<file path="src/rtl/pdata_seq_if.sv">
// Command/result bus and pdata-side serial pins of the pdata_seq command sequencer.
// The command issuer (and attached pdata) takes the master side; the sequencer takes the slave side.
interface pdata_seq_if #(
  parameter int SIZE = 32
);
  logic                cmd_valid;
  logic                cmd_ready;
  logic [1:0]          cmd_op;
  logic [SIZE-1:0]     cmd_a;
  logic [SIZE-1:0]     cmd_b;
  logic                done;
  logic                res_valid;
  logic [4*SIZE-1:0]   res_data;
  logic [2:0]          pd_opcode;
  logic                pd_rx;
  logic                pd_tx;

  modport master (
    output cmd_valid, cmd_op, cmd_a, cmd_b, pd_tx,
    input  cmd_ready, done, res_valid, res_data, pd_opcode, pd_rx
  );

  modport slave (
    input  cmd_valid, cmd_op, cmd_a, cmd_b, pd_tx,
    output cmd_ready, done, res_valid, res_data, pd_opcode, pd_rx
  );
endinterface

</file>
<file path="src/rtl/pdata_seq.sv">
// Sequencer turning parallel MUL/MAC/READ/CLEAR commands into pdata's bit-serial opcode/rx stream.
// Define PDATA_SEQ_RESTORE_EN to loop tx back into rx during READ (non-destructive readback).
module pdata_seq #(
  parameter int SIZE = 32
) (
  input  logic        clk,
  input  logic        rst,
  pdata_seq_if.slave  bus
);
  localparam int AW = 4 * SIZE;
  localparam int CW = $clog2(AW + 1);

  localparam logic [2:0] OP_OUT_RES  = 3'd2;
  localparam logic [2:0] OP_LOAD     = 3'd3;
  localparam logic [2:0] OP_LOAD_RES = 3'd4;
  localparam logic [2:0] OP_MUL      = 3'd5;
  localparam logic [2:0] OP_MUL_ADD  = 3'd6;
  localparam logic [2:0] OP_NOP      = 3'd7;

  localparam logic [CW-1:0] LD_LAST = CW'(2 * SIZE - 1);
  localparam logic [CW-1:0] SR_LAST = CW'(AW - 1);

  typedef enum logic [2:0] {S_IDLE, S_LOAD, S_EXEC, S_READ, S_CLEAR} state_t;

  state_t          state_q;
  logic [CW-1:0]   cnt_q;
  logic            mac_q;
  logic [AW-1:0]   sh_q, sh_d, res_q;
  logic            ready_q, done_q, rv_q;
  logic [2:0]      opc_q;
  logic            rx_q;

  // sh_q doubles as the operand serializer in LOAD and the readback deserializer in READ.
  always_comb sh_d = {sh_q[AW-2:0], bus.pd_tx};

  always_ff @(posedge clk) begin
    if (rst) begin
      state_q <= S_IDLE;
      cnt_q   <= '0;
      mac_q   <= 1'b0;
      sh_q    <= '0;
      res_q   <= '0;
      ready_q <= 1'b1;
      done_q  <= 1'b0;
      rv_q    <= 1'b0;
      opc_q   <= OP_NOP;
      rx_q    <= 1'b0;
    end else begin
      done_q <= 1'b0;
      rv_q   <= 1'b0;
      case (state_q)
        S_IDLE: if (bus.cmd_valid) begin
          ready_q <= 1'b0;
          cnt_q   <= '0;
          mac_q   <= (bus.cmd_op == 2'd1);
          case (bus.cmd_op)
            2'd0, 2'd1: begin
              state_q <= S_LOAD;
              opc_q   <= OP_LOAD;
              rx_q    <= bus.cmd_b[SIZE-1];
              sh_q    <= {bus.cmd_b[SIZE-2:0], bus.cmd_a, {(2*SIZE+1){1'b0}}};
            end
            2'd2: begin
              state_q <= S_READ;
              opc_q   <= OP_OUT_RES;
              rx_q    <= 1'b0;
            end
            default: begin
              state_q <= S_CLEAR;
              opc_q   <= OP_LOAD_RES;
              rx_q    <= 1'b0;
            end
          endcase
        end
        S_LOAD: begin
          if (cnt_q == LD_LAST) begin
            state_q <= S_EXEC;
            cnt_q   <= '0;
            opc_q   <= mac_q ? OP_MUL_ADD : OP_MUL;
            rx_q    <= 1'b0;
          end else begin
            cnt_q <= cnt_q + 1'b1;
            rx_q  <= sh_q[AW-1];
            sh_q  <= {sh_q[AW-2:0], 1'b0};
          end
        end
        S_EXEC: begin
          state_q <= S_IDLE;
          ready_q <= 1'b1;
          done_q  <= 1'b1;
          opc_q   <= OP_NOP;
        end
        S_READ: begin
          sh_q <= sh_d;
          if (cnt_q == SR_LAST) begin
            state_q <= S_IDLE;
            cnt_q   <= '0;
            ready_q <= 1'b1;
            done_q  <= 1'b1;
            rv_q    <= 1'b1;
            res_q   <= sh_d;
            opc_q   <= OP_NOP;
          end else begin
            cnt_q <= cnt_q + 1'b1;
          end
        end
        S_CLEAR: begin
          if (cnt_q == SR_LAST) begin
            state_q <= S_IDLE;
            cnt_q   <= '0;
            ready_q <= 1'b1;
            done_q  <= 1'b1;
            opc_q   <= OP_NOP;
          end else begin
            cnt_q <= cnt_q + 1'b1;
          end
        end
        default: begin
          state_q <= S_IDLE;
          cnt_q   <= '0;
          ready_q <= 1'b1;
          opc_q   <= OP_NOP;
          rx_q    <= 1'b0;
        end
      endcase
    end
  end

  assign bus.cmd_ready = ready_q;
  assign bus.done      = done_q;
  assign bus.res_valid = rv_q;
  assign bus.res_data  = res_q;
  assign bus.pd_opcode = opc_q;
`ifdef PDATA_SEQ_RESTORE_EN
  // Same-cycle loopback rotates pdata's accumulator back into place during readback.
  assign bus.pd_rx = (state_q == S_READ) ? bus.pd_tx : rx_q;
`else
  assign bus.pd_rx = rx_q;
`endif
endmodule

</file>
<file path="src/flat_wrapper.sv">
// flat-port wrapper written by rule: the top's interface ports become plain ports
module pdata_seq_flat 
#(
  parameter int SIZE = 32
)
  (clk, rst, bus_cmd_valid, bus_cmd_op, bus_cmd_a, bus_cmd_b, bus_pd_tx, bus_cmd_ready, bus_done, bus_res_valid, bus_res_data, bus_pd_opcode, bus_pd_rx);
  pdata_seq_if #(.SIZE(SIZE)) bus_i ();
  input  logic clk;
  input  logic rst;
  input wire logic [$bits(bus_i.cmd_valid)-1:0] bus_cmd_valid;
  input wire logic [$bits(bus_i.cmd_op)-1:0] bus_cmd_op;
  input wire logic [$bits(bus_i.cmd_a)-1:0] bus_cmd_a;
  input wire logic [$bits(bus_i.cmd_b)-1:0] bus_cmd_b;
  input wire logic [$bits(bus_i.pd_tx)-1:0] bus_pd_tx;
  output wire logic [$bits(bus_i.cmd_ready)-1:0] bus_cmd_ready;
  output wire logic [$bits(bus_i.done)-1:0] bus_done;
  output wire logic [$bits(bus_i.res_valid)-1:0] bus_res_valid;
  output wire logic [$bits(bus_i.res_data)-1:0] bus_res_data;
  output wire logic [$bits(bus_i.pd_opcode)-1:0] bus_pd_opcode;
  output wire logic [$bits(bus_i.pd_rx)-1:0] bus_pd_rx;
  assign bus_i.cmd_valid = bus_cmd_valid;
  assign bus_i.cmd_op = bus_cmd_op;
  assign bus_i.cmd_a = bus_cmd_a;
  assign bus_i.cmd_b = bus_cmd_b;
  assign bus_i.pd_tx = bus_pd_tx;
  assign bus_cmd_ready = bus_i.cmd_ready;
  assign bus_done = bus_i.done;
  assign bus_res_valid = bus_i.res_valid;
  assign bus_res_data = bus_i.res_data;
  assign bus_pd_opcode = bus_i.pd_opcode;
  assign bus_pd_rx = bus_i.pd_rx;
  pdata_seq #(.SIZE(SIZE)) u_core (.clk(clk), .rst(rst), .bus(bus_i));
endmodule
</file>
<file path="config.mk">
export PLATFORM = sky130hd
export DESIGN_NAME = pdata_seq_flat
export DESIGN_NICKNAME = d
export VERILOG_FILES = /design/src/rtl/pdata_seq_if.sv /design/src/rtl/pdata_seq.sv /design/src/flat_wrapper.sv
export SDC_FILE = /design/constraint.sdc
export NUM_CORES = 1
export LEC_CHECK = 0
export ABC_AREA = 1
export BUFFER_PORTS_ARGS = -buffer_cell sky130_fd_sc_hd__buf_2
export CORE_UTILIZATION = 59
export DETAILED_ROUTE_END_ITERATION = 16
export HOLD_SLACK_MARGIN = 0.12
export PLACE_DENSITY = 0.84
export SYNTH_ARGS = -nofsm -noshare
export SYNTH_HDL_FRONTEND = slang
export SYNTH_SLANG_ARGS = --single-unit
</file>
<file path="constraint.sdc">
create_clock -name clk -period 4.7 [get_ports clk]
set_input_delay 0.94 -clock clk [delete_from_list [all_inputs] [get_ports clk]]
set_output_delay 0.94 -clock clk [all_outputs]
set_load 0.1 [all_outputs]
</file>
==> run summary <==
Register area: 5510 um2
Worst-path maximum fanout: 98
RSZ-0062 raised after global routing: false
Row count: 48
Worst Max-Slew Pin Slew: 1.11 ns
Hold WC Path Type: reg -> reg
Largest net degree at the start of global routing: 111
XOR/XNOR Fraction of Synth Area: 0.331%
Setup TNS: 0 ns
CTS sink count: 275
Post-synth EDFFs: 0
Syn Area/Cell: 7.23 um2
Vias/cell: 5.37
IO Count: 205
Max clock buf depth: 3
TritonRoute pass-1 iters: 5
R2r setup slk: 1.75 ns
VDD IR max: 0.342 mV
Post-CTS setup buffer count: 0
Compound-gate portion of the synthesized area: 13.2%
Mux cell area share after synthesis: 0%
Fin crit share: 62.8%
CP Class: reg -> reg
Gate Count Post-Synth: 1,466
DR WL/cell: 14.0 um
Yosys reg bits: 275
CP Launch Type: flip-flop
Setup crit end kind: flip-flop
PD cells: 482 nW/um2
ANT nets after route: 0
CP arrival: 3.40 ns
Area of the mapped netlist: 10,600 um2
MaxCap Viol Count: 0
Die Ht: 136 um
Vias in the first global route: 8,910
Post-Synth Adder-Cell Area: 0.118%
Fin Clk Skew: 0.0191 ns
Sequential cell area fraction in the yosys report: 51.9%
Main combinational cell family by area after synthesis: simple AND/OR/NAND/NOR gates
GR Overflow Total: 0
LEAKAGE: 0.00604 uW
Slew Viols, Final: 0
Clk Latency, worst-skew pair: 0.53 ns
Post-synthesis simple-gate area fraction: 28.8%
Multi-input gate area: 4510 um2
Yosys warns: 0
Tmin final: 2.95 ns
CTS Buf Count: 27
First-pass GRT wire length: 41,700 um
Max Clk Rate: 339 MHz
CTS tree: done
GPL Wtd Cong: 0.819
Residual DRC count: 0
Run status: completed
Hold buffer count at CTS: 0
Post-DP HPWL: 15,000 um
Worst EP required: 5.15 ns
Final Net Count: 1,674
Die width: 136 um
Top_reg_cell synth: dfxtp_1
Slew HR: 25.9%
Final Hold Fails: 0
Die ar.: 18,500 um2
Vias: 9,930
FFs w/ async S/R, synth: 0%
H-tree depth: 1
GRT Total Usage: 27.2%
Final setup violation count: 0
Clk root buf: clkbuf_16
Initial core utilization: 60.9%
FILL cells: 1,463
Core area: 17,400 um2
Layout area overhead: 16.8%
Initial antenna violation count: 4
Yosys cell types: 25
WL final: 25,800 um
Drt initial violations: 698
Layout cells sized above 1: 16.6%
Syn nets: 1,537
Clock slew at reported path FFs: 0.06 ns
I/O Buffers: 204
Count of cells resized by post-cts repair: 0
Finished Core Util: 71.1%
==> cell usage in the layout, fill, tap and decap left out, types with 2 or more instances in the layout <==
cell / n
a21oi_1: 76
buf_12: 2
buf_2: 204
buf_4: 7
clkbuf_1: 7
clkbuf_16: 27
clkbuf_8: 8
clkinv_2: 3
dfxtp_1: 275
diode_2: 4
inv_1: 22
inv_2: 3
inv_4: 3
nand2_1: 293
nand2_2: 2
nand3_1: 81
nand4_1: 3
nor2_1: 388
nor2_2: 4
o211ai_1: 5
o21ai_0: 119
o21ai_1: 75
xnor2_1: 2
xor2_1: 2
==> cell type report <==
cell class                 count  area share, %
antenna                        4         0.0808
clock buffer                  42           6.56
clock inverter                 5          0.253
inverter                      28          0.910
multi-input combinational   1058           36.5
sequential                   275           44.5
tap                          225           2.27
timing repair buffer         213           8.99
==> synth_stat cells, types with 2 or more instances <==
master    number  area [um2]
o21ai_0      119         596
nor2_2         5        31.3
o21ai_1       75         375
nand3_1       82         410
buf_1          3        11.3
dfxtp_1      275        5510
inv_1         22        82.6
inv_2          5        18.8
nor2_1       388        1460
xnor2_1        2        17.5
buf_2         44         220
nand4_1        3        18.8
buf_4         12        90.1
a21oi_1       76         380
nand2_1      295        1110
xor2_1         2        17.5
clkbuf_1      46         173
o211ai_1       5        37.5
==> metrics by stage <==
stage	power [uW]	setup slack (ns)	instance area, um2	instances	hold slack [ns]
2_1_floorplan	3720	2.75	10600	1466	0.439
3_3_place_gp	3920	1.89	11500	1799	0.450
3_5_place_dp	3950	1.84	11500	1799	0.462
4_1_cts	6000	1.81	12400	1846	0.472
5_1_grt	6260	1.51	12400	1850	0.495
6_report	5970	1.75	12400	1850	0.477
==> critical path, stage by stage, from the launching register on <==
cell and delay, ns:
dfxtp_1 0.38, inv_2 0.07, nand2_2 0.07, buf_4 0.56
nand2_1 0.19, nand2_4 0.31, buf_4 0.85, nand2_1 0.15
a21oi_1 0.18
==> cells by family after synthesis <==
| family | count (synthesis) |
|---|---|
| simple gates | 777 |
| compound gates | 276 |
| flops | 275 |
| buf+inv | 133 |
| xor+xnor | 4 |
| fa+ha+maj | 1 |
==> registers in the layout, summed over array words and instances, names as in the netlist <==
signal and cells:
u_core.bus.cmd_ready 1, u_core.bus.done 1, u_core.bus.pd_opcode 3, u_core.bus.pd_rx 1, u_core.bus.res_data 128, u_core.bus.res_valid 1, u_core.cnt_q 8, u_core.mac_q 1
u_core.sh_q 128, u_core.state_q 3
==> layer usage <==
| metal | vias up | global-route usage, % | wire [um] |
|---|---|---|---|
| met4 | 0 | 9.32 | 707 |
| met5 | - | 0 | 0 |
| met2 | 328 | 45.8 | 12100 |
| met1 | 4586 | 35.7 | 11400 |
| li1 | 4963 | - | - |
| met3 | 53 | 3.77 | 1580 |
==> final timing paths <==
check                                                            to                           startpoint  depth (start not counted)
worst min register to register  u_core.bus.res_data[0]$_SDFFE_PP0P_  u_core.bus.res_data[0]$_SDFFE_PP0P_                          2
worst max-delay path                   u_core.sh_q[54]$_SDFFE_PP0P_       u_core.state_q[2]$_SDFFE_PP0P_                          8
worst max register to register         u_core.sh_q[54]$_SDFFE_PP0P_       u_core.state_q[2]$_SDFFE_PP0P_                          8
worst min-delay path            u_core.bus.res_data[0]$_SDFFE_PP0P_  u_core.bus.res_data[0]$_SDFFE_PP0P_                          2
==> power breakdown <==
part	internal (uW)	switching (uW)	total (uW)	leakage, uW
Sequential	2540	169	2710	0.00223
Clock	1180	868	2050	0.000415
Combinational	316	899	1220	0.00340
(Power assumes the default switching activity.)
